**src/rtl/seg7_pkg.sv**
```systemverilog
// Shared constants for the 7-segment scan driver: the hex glyph table,
// the blank glyph, the slot phase type and a width helper for counters.
package seg7_pkg;

    // Active-high glyphs, bit order gfedcba (g is the MSB).
    localparam logic [6:0] SEG_0     = 7'h3F;
    localparam logic [6:0] SEG_1     = 7'h06;
    localparam logic [6:0] SEG_2     = 7'h5B;
    localparam logic [6:0] SEG_3     = 7'h4F;
    localparam logic [6:0] SEG_4     = 7'h66;
    localparam logic [6:0] SEG_5     = 7'h6D;
    localparam logic [6:0] SEG_6     = 7'h7D;
    localparam logic [6:0] SEG_7     = 7'h07;
    localparam logic [6:0] SEG_8     = 7'h7F;
    localparam logic [6:0] SEG_9     = 7'h67;
    localparam logic [6:0] SEG_A     = 7'h77;
    localparam logic [6:0] SEG_B     = 7'h7C;
    localparam logic [6:0] SEG_C     = 7'h39;
    localparam logic [6:0] SEG_D     = 7'h5E;
    localparam logic [6:0] SEG_E     = 7'h79;
    localparam logic [6:0] SEG_F     = 7'h71;
    localparam logic [6:0] SEG_BLANK = 7'h00;

    // Where the scan sits inside one digit slot.
    typedef enum logic {
        PHASE_BLANK,
        PHASE_ON
    } phase_e;

    // Bits needed to count 0..n-1; never less than one bit so a
    // single-digit build still has a legal index register.
    function automatic int idx_width(input int n);
        return (n <= 1) ? 1 : $clog2(n);
    endfunction

endpackage

```
**src/rtl/hex_to_seg7.sv**
```systemverilog
// Combinational hex nibble to 7-segment glyph encoder (active-high, gfedcba).
module hex_to_seg7
    import seg7_pkg::*;
(
    input  logic [3:0] nibble,
    output logic [6:0] segment
);

    // Look up the glyph for the nibble.
    always_comb begin
        // NOTE: a default before the case means every path assigns segment,
        // so no latch can be inferred even if the case list is edited later.
        segment = SEG_BLANK;
        case (nibble)
            4'h0: segment = SEG_0;
            4'h1: segment = SEG_1;
            4'h2: segment = SEG_2;
            4'h3: segment = SEG_3;
            4'h4: segment = SEG_4;
            4'h5: segment = SEG_5;
            4'h6: segment = SEG_6;
            4'h7: segment = SEG_7;
            4'h8: segment = SEG_8;
            4'h9: segment = SEG_9;
            4'hA: segment = SEG_A;
            4'hB: segment = SEG_B;
            4'hC: segment = SEG_C;
            4'hD: segment = SEG_D;
            4'hE: segment = SEG_E;
            4'hF: segment = SEG_F;
            default: segment = SEG_BLANK;
        endcase
    end

endmodule

```
**src/rtl/seg7_scan_driver.sv**
```systemverilog
// Time-multiplexed N-digit 7-segment driver. A prescaler divides each digit
// slot into a blank phase and an on phase; the value is double buffered so a
// new load only becomes visible at a frame boundary. All outputs registered.
module seg7_scan_driver
    import seg7_pkg::*;
#(
    parameter int N_DIGITS       = 4,
    parameter int SCAN_DIV       = 25000,
    parameter int BLANK_CYCLES   = 250,
    parameter int SEG_ACTIVE_LOW = 0,
    parameter int DIG_ACTIVE_LOW = 1,
    parameter int LZ_BLANK       = 1
) (
    input  logic                  i_clk,
    input  logic                  i_rst,
    input  logic [4*N_DIGITS-1:0] i_value,
    input  logic [N_DIGITS-1:0]   i_dp,
    input  logic                  i_load,
    input  logic                  i_enable,
    output logic [6:0]            o_segment,
    output logic                  o_dp,
    output logic [N_DIGITS-1:0]   o_digit,
    output logic                  o_frame
);

    localparam int IDX_W = idx_width(N_DIGITS);
    localparam int CNT_W = idx_width(SCAN_DIV);

    localparam logic [CNT_W-1:0] CNT_LAST = CNT_W'(SCAN_DIV - 1);
    localparam logic [IDX_W-1:0] IDX_LAST = IDX_W'(N_DIGITS - 1);

    // XOR masks that turn active-high internal values into pin levels.
    // They double as the inactive (reset) pin levels.
    localparam logic [6:0]          SEG_INV = (SEG_ACTIVE_LOW != 0) ? 7'h7F : 7'h00;
    localparam logic                DP_INV  = (SEG_ACTIVE_LOW != 0);
    localparam logic [N_DIGITS-1:0] DIG_INV = (DIG_ACTIVE_LOW != 0) ? {N_DIGITS{1'b1}}
                                                                    : {N_DIGITS{1'b0}};

    // Scan position.
    logic [CNT_W-1:0]      count;
    logic [IDX_W-1:0]      index;

    // Double buffer: staged is written by i_load, display feeds the pins.
    logic [4*N_DIGITS-1:0] staged_value;
    logic [N_DIGITS-1:0]   staged_dp;
    logic [4*N_DIGITS-1:0] display_value;
    logic [N_DIGITS-1:0]   display_dp;
    logic                  pending;

    // Decoded state feeding the output registers.
    logic                  slot_end;
    logic                  frame_wrap;
    phase_e                phase;
    logic [3:0]            sel_nibble;
    logic                  sel_dp;
    logic                  sel_blank;
    logic [6:0]            enc_segment;
    logic [6:0]            next_segment;
    logic [N_DIGITS-1:0]   next_digit;

    // The last count of a slot ends it; the last slot of the last digit ends the frame.
    assign slot_end   = i_enable && (count == CNT_LAST);
    assign frame_wrap = slot_end && (index == IDX_LAST);

    // Classify the current count as anti-ghosting blank time or lit time.
    always_comb begin
        phase = PHASE_ON;
        if (int'(count) < BLANK_CYCLES) begin
            phase = PHASE_BLANK;
        end
    end

    // Pick the nibble and decimal point of the scanned digit, and decide
    // whether it is a leading zero (it and every higher nibble are zero).
    always_comb begin
        logic all_zero;
        sel_nibble = 4'h0;
        sel_dp     = 1'b0;
        sel_blank  = 1'b0;
        all_zero   = 1'b1;
        for (int k = N_DIGITS - 1; k >= 0; k--) begin
            all_zero = all_zero && (display_value[4*k +: 4] == 4'h0);
            if (index == IDX_W'(k)) begin
                sel_nibble = display_value[4*k +: 4];
                sel_dp     = display_dp[k];
                sel_blank  = (LZ_BLANK != 0) && (k != 0) && all_zero;
            end
        end
    end

    hex_to_seg7 u_hex_to_seg7 (
        .nibble  (sel_nibble),
        .segment (enc_segment)
    );

    // Build the next active-high digit enable and segment pattern.
    always_comb begin
        next_segment = sel_blank ? SEG_BLANK : enc_segment;
        next_digit   = '0;
        for (int k = 0; k < N_DIGITS; k++) begin
            next_digit[k] = i_enable && (phase == PHASE_ON) && (index == IDX_W'(k));
        end
    end

    // Prescaler and digit index; both freeze while the scan is disabled.
    always_ff @(posedge i_clk or posedge i_rst) begin
        // NOTE: state registers use non-blocking assignments so every flop
        // samples the pre-edge values regardless of statement order.
        if (i_rst) begin
            count <= '0;
            index <= '0;
        end else if (i_enable) begin
            if (slot_end) begin
                count <= '0;
                index <= (index == IDX_LAST) ? '0 : index + IDX_W'(1);
            end else begin
                count <= count + CNT_W'(1);
            end
        end
    end

    // Capture loads into the staging buffer and promote them at frame wrap.
    always_ff @(posedge i_clk or posedge i_rst) begin
        // NOTE: these buffers are a handful of flops, not a RAM, so they take
        // the reset and the display is defined (shows 0) straight away.
        if (i_rst) begin
            staged_value  <= '0;
            staged_dp     <= '0;
            display_value <= '0;
            display_dp    <= '0;
            pending       <= 1'b0;
        end else begin
            if (frame_wrap && pending) begin
                display_value <= staged_value;
                display_dp    <= staged_dp;
            end
            if (i_load) begin
                staged_value <= i_value;
                staged_dp    <= i_dp;
                pending      <= 1'b1;
            end else if (frame_wrap) begin
                pending <= 1'b0;
            end
        end
    end

    // Register the pins, applying the board polarity.
    always_ff @(posedge i_clk or posedge i_rst) begin
        if (i_rst) begin
            o_digit   <= DIG_INV;
            o_segment <= SEG_INV;
            o_dp      <= DP_INV;
            o_frame   <= 1'b0;
        end else begin
            o_digit   <= next_digit ^ DIG_INV;
            o_segment <= next_segment ^ SEG_INV;
            o_dp      <= sel_dp ^ DP_INV;
            o_frame   <= frame_wrap;
        end
    end

endmodule
```
**config.mk**
```make
export PLATFORM = sky130hd
export DESIGN_NAME = seg7_scan_driver
export DESIGN_NICKNAME = d
export VERILOG_FILES = /design/src/rtl/seg7_pkg.sv /design/src/rtl/hex_to_seg7.sv /design/src/rtl/seg7_scan_driver.sv
export SDC_FILE = /design/constraint.sdc
export NUM_CORES = 1
export LEC_CHECK = 0
export CAP_MARGIN = 0
export CORE_MARGIN = 3
export CORE_UTILIZATION = 56
export CTS_CLUSTER_DIAMETER = 30
export DETAILED_ROUTE_END_ITERATION = 7
export GPL_ROUTABILITY_DRIVEN = 0
export MAX_ROUTING_LAYER = met4
export PLACE_DENSITY_LB_ADDON = 0.25
export SLEW_MARGIN = 10
export SYNTH_ARGS = -nofsm -noshare
export SYNTH_HDL_FRONTEND = slang
export SYNTH_HIERARCHICAL = 1
export SYNTH_SLANG_ARGS = --single-unit
```
**constraint.sdc**
```tcl
create_clock -name i_clk -period 3.5 [get_ports i_clk]
set_clock_uncertainty 0.2 [all_clocks]
set_input_delay 0.7 -clock i_clk [delete_from_list [all_inputs] [get_ports i_clk]]
set_output_delay 0.7 -clock i_clk [all_outputs]
set_load 0.01 [all_outputs]
```
# Word-level counts from Yosys, hierarchy flattened
# Memory sizes are Yosys's and may differ from the RTL's.
# Cells that the tools add are included.
dict set report op_classes {
  add_sub_neg 2
  magnitude_cmp 1
  eq_ne 4
  muxes 18
  n_bitwise 1
  reduce_logical 16
}
# cell n
set op_table {}
lappend op_table {{2-to-1 mux 4 bit} 4}
lappend op_table {{adder 15 x 1 -> 15 bit, second input constant} 1}
lappend op_table {{== test 15 bit, second input constant} 1}
lappend op_table {{< comparator 15 x 8 -> 1 bit, second input constant} 1}
lappend op_table {{2-to-1 mux 15 bit} 1}
lappend op_table {{zero test 4 bit} 3}
lappend op_table {{2-to-1 mux 1 bit} 11}
lappend op_table {{logical AND 1 bit} 10}
lappend op_table {{2-to-1 mux 7 bit} 1}
lappend op_table {{== test 2 bit, second input constant} 2}
lappend op_table {{inverter 4 bit} 1}
lappend op_table {{adder 2 x 1 -> 2 bit, second input constant} 1}
lappend op_table {{== test 2 x 1 -> 1 bit, second input constant} 1}
lappend op_table {{zero test 2 bit} 1}
lappend op_table {{2-to-1 mux 2 bit} 1}
lappend op_table {{AND reduction 2 bit} 1}
lappend op_table {{nonzero test 2 bit} 1}
dict set report totals {
  register_bits 71
  mem_bits_ro 112
  output_inout_bits 13
  elab_cells 54
  n_memories 1
}
# memory depth word_bits read_ports rd_ports_with_merged_regs write_ports line
set memory_table {}
lappend memory_table {{(no name shown)} 16 7 1 0 0 hex_to_seg7.sv:14} ;# case (nibble)

# Logic depth before layout (Yosys ltp)
# An unclocked memory read counts as a cell.
dict set report logic_depth {
  depth_word 7
  mapped_depth 12
}

# Cells and area by module
# The synthesis kept the hierarchy.
# module n_inst cells_per_inst area_per_inst_um2 seq_area_each_um2
set modules_own_cells {}
lappend modules_own_cells {seg7_scan_driver 1 234 3130.5 1781.7}
lappend modules_own_cells {hex_to_seg7 1 38 267.8 0.0}

# Worst setup path after synthesis
# No wires, ideal clock.
dict set report synth_path {
  kind {register to register}
  start {reg index[0]}
  end {reg o_segment[1]}
  arrival_time_ns 2.521
  required_time_ns 3.234
  slack_ns 0.713
  stages_incl_launch_ff 13
  path_cell_list {dfrtp_1 -> inv_1 -> ha_1 -> clkbuf_1 -> nor2b_1 -> a221oi_1 -> o31ai_1 -> inv_1 -> ha_1 -> and2b_1 -> o21ai_1 -> o21a_1 -> and2_1}
}
dict set report synth_between {
  elab_chain_cells 7
  word_cells_on_any_way 14
}
# element line
set synth_lines {}
lappend synth_lines {{start, declared} seg7_scan_driver.sv:41} ;# logic [IDX_W-1:0] index;
lappend synth_lines {{start signal, assigned} seg7_scan_driver.sv:115} ;# index <= (index == IDX_LAST) ? '0 : index + IDX_W'(1);
lappend synth_lines {{== test 2 bit} seg7_scan_driver.sv:83} ;# if (index == IDX_W'(k)) begin
lappend synth_lines {{2-to-1 mux 4 bit (3 in a row)} seg7_scan_driver.sv:83}
lappend synth_lines {{2-to-1 mux 4 bit *} seg7_scan_driver.sv:83}
lappend synth_lines {{named net sel_nibble[0]} seg7_scan_driver.sv:54} ;# logic [3:0] sel_nibble;
lappend synth_lines {{memory (16 x 7 bit) *} -}
lappend synth_lines {{named net enc_segment[1]} seg7_scan_driver.sv:57} ;# logic [6:0] enc_segment;
lappend synth_lines {{2-to-1 mux 7 bit *} seg7_scan_driver.sv:98} ;# next_segment = sel_blank ? SEG_BLANK : enc_segment;
lappend synth_lines {{named net next_segment[1]} seg7_scan_driver.sv:58} ;# logic [6:0] next_segment;
lappend synth_lines {{end signal, assigned} seg7_scan_driver.sv:156} ;# o_segment <= next_segment ^ SEG_INV;
lappend synth_lines {{end, declared} seg7_scan_driver.sv:20} ;# output logic [6:0] o_segment,
# The timed path passes the listed nets; every way through them passes the cells marked *.
# A chain may end at the register's enable or synchronous reset.

# Worst setup path after layout
# Ends and elaborated chain as after synthesis.

==> key figures <==
Setup path
  • Critical path endpoint category: flop
  • Crit Path Class: reg2reg
  • CP arrival: 3070 ps
  • Startpoint type of the worst setup path: flop
  • Worst-path maximum fanout: 9
  • Worst endpoint required time: 3570 ps

STA
  • Fmax: 0.334 GHz
  • Hold slack final: 296 ps
  • Final period utilization: 85.6%
  • Measured slew at the worst slew-check pin: 926 ps
  • Final min period: 3000 ps
  • Slew Viols, Final: 0
  • # setup viols final: 0
  • TNS Setup: 0 ps
  • Final Hold Vio Count: 0
  • RSZ-0062 raised after global routing: false
  • Max transition margin: 38.0%

Detailed routing
  • # DRC: 0
  • Post-route ant nets: 0
  • Pre-antenna DRT Iters: 4
  • Average wire per standard cell: 15.0 um
  • Vias per cell: 5.51
  • DRC violation total after the first TritonRoute iteration: 140
  • Routed vias: 2149
  • Routed WL: 5850 um

GRT
  • Gr ovfl total: 0
  • GRT Util Overall: 18.6%
  • Vias in the first global route: 2141
  • Initial antenna violation count: 0
  • First-pass GRT wire length: 10100 um
  • Largest net degree at the start of global routing: 72

Logic synthesis
  • Synth top cells by count: dfrtp_1, mux2_2, mux2_4, nand2_1, nor2_1
  • Cell count after synthesis: 272
  • Prevailing post-synth register cell: dfrtp_1
  • Number of flops mapped to enable cells by yosys: 0
  • Dominant cell type by area after synthesis: dfrtp_1
  • Count leader, synth: dfrtp_1
  • Post-synthesis cell type count: 46
  • Ys async rst share: 100%
  • Net Count, Synth: 308
  • Synth top area share: 49.3%
  • Sequential element share of the synthesized area: 52.4%
  • Synth area leaders: dfrtp_1, mux2_4, mux2_2
  • FF+latch count, synth: 71
  • Syn_area_per_cell: 12.5 um^2
  • Syn. warnings: 6
  • Synthesized area: 3400 um^2

Place
  • Dpl cell area: 3810 um^2
  • Hpwl dp: 4090 um
  • PortBufs: 36

Clocking
  • Clk sinks: 71
  • Total CTS buffers: 9
  • CTS tree: done
  • H-tree Lvls: 3
  • Hold buffer count at CTS: 0
  • Clock latency on the worst-skew pair: 340 ps
  • Post-CTS setup repair buffer count: 0
  • CTS clk-pin slew, worst paths: 70 ps
  • Root Driver: clkbuf_8
  • CTS resizes: 0
  • Max clock buf depth: 2

Run status
  • Status: complete, no violations

Finish
  • Share of cells above drive strength 1: 22.0%
  • Post-route cell area: 3980 um^2
  • N_diodes: 0
  • # nets final: 349
  • Layout area overhead: 17.2%
  • Layout filler cell count: 419

Hold path
  • Worst hold path type: reg2reg

Run
  • Max-Cap Viols: 0

Floorplan
  • Ports: 37
  • Num rows: 27
  • Core area: 5680 um^2
  • Initial core utilization: 59.9%
  • Die Area: 7040 um^2
  • Die width: 83.9 um
  • Die Ht: 83.9 um

Pwr
  • Leak pwr: 1.76 nW
  • Pwr/cell area: 407 nW/um^2
  • Maximum vdd drop: 0.355 mV
  • Total power: 1.62 mW
power by group:
group | switching, mW | internal [mW]
clock network | 0.280 | 0.276
logic | 0.0589 | 0.0795
registers | 0.0542 | 0.874
through the flow:
stage	instances	setup slack [ps]	utilization, %
3_5_place_dp	374	517	67.2
2_1_floorplan	272	713	-
4_1_cts	390	489	70.2
6_report	390	504	70.2
3_3_place_gp	374	599	67.2
5_1_grt	390	189	70.2
worst paths after layout:
| check | startpoint | end | slack [ps] | cells after the start |
|---|---|---|---|---|
| max | index[0] | o_segment[1] | 500 | 11 |
| min | pending | pending | 300 | 1 |
| max reg2reg | index[0] | o_segment[1] | 500 | 11 |
| min reg2reg | pending | pending | 300 | 1 |
| max in group asynchronous | i_rst | o_digit[1] | 2220 | 3 |
| min in group asynchronous | i_rst | staged_value[2] | 550 | 3 |
worst max-delay path: stages (launching register included):
cell      delay, ps
dfrtp_1         390
inv_1            90
ha_1            300
nor2b_1         310
a221oi_1        130
o31ai_1         420
inv_1           210
ha_1            370
and2b_1         170
o21ai_1         110
o21a_1          130
and2_1          110
metal layers:
layer / vias up / global-route usage, % / part of all wire (%)
met5: - / - / 0
met3: 5 / 5.33 / 3.5
met4: 0 / 6.43 / 1.3
li1: 1038 / - / -
met1: 1065 / 24.5 / 46
met2: 41 / 27.7 / 49
placed cells by master, fill, tap and decap left out, types with 2 or more instances in the layout:
cell type        netlist  layout
clkdlybuf4s50_1        0      36
nor2_1                15      15
o21ai_0                4       4
nor4_4                 2       2
buf_4                  0       4
and2b_1                2       2
o31ai_1                6       6
ha_1                  12      12
nand2b_1               2       2
and2_1                 7       7
nor4_1                 2       2
or4_1                  3       3
a22oi_1                2       2
o21ai_1                2       2
xor2_1                 3       3
nand4_1                5       5
a21o_1                 2       2
nor3_1                 7       7
nor2b_1                4       4
nand3_1                4       4
mux2_2                20      20
a221oi_1               5       5
dfrtp_1               67      67
nand2_1               20      20
mux2_4                20      20
clkbuf_1               5       3
clkinvlp_4             0       2
a21oi_1                5       5
inv_1                 12      11
xnor2_1                8       8
o21a_1                 2       2
dfstp_2                4       4
clkbuf_8               0      10
cells by family (layout without fill, tap and decap cells):
| group | count (synthesis) | count (layout) | share of synthesized area [%] |
|---|---|---|---|
| fa+ha+maj | 12 | 12 | 4.42 |
| buf+inv | 23 | 69 | 3.83 |
| compound gates | 33 | 33 | 6.85 |
| simple gates | 81 | 81 | 13.9 |
| xor+xnor | 11 | 11 | 2.84 |
| flops | 71 | 71 | 52.4 |
| mux | 41 | 41 | 15.8 |
sequential cells by signal, summed over array words and instances (netlist names):
name and count:
o_digit 4, o_frame 1, o_segment 7, display_value 16
staged_value 16, count 15, pending 1, staged_dp 4
o_dp 1, display_dp 4, index 2
layout make-up:
cell class,instances,area [um^2],share of cell area [%]
clock buffers,13,149,3.74
clock inverters,3,20.0,0.503
inverters,12,45.0,1.13
multi-input cells,178,1490,37.3
flip-flops and latches,71,1780,44.7
well taps,72,90.1,2.26
repair buffers,41,410,10.3
Power figures use the tool's default switching activity.
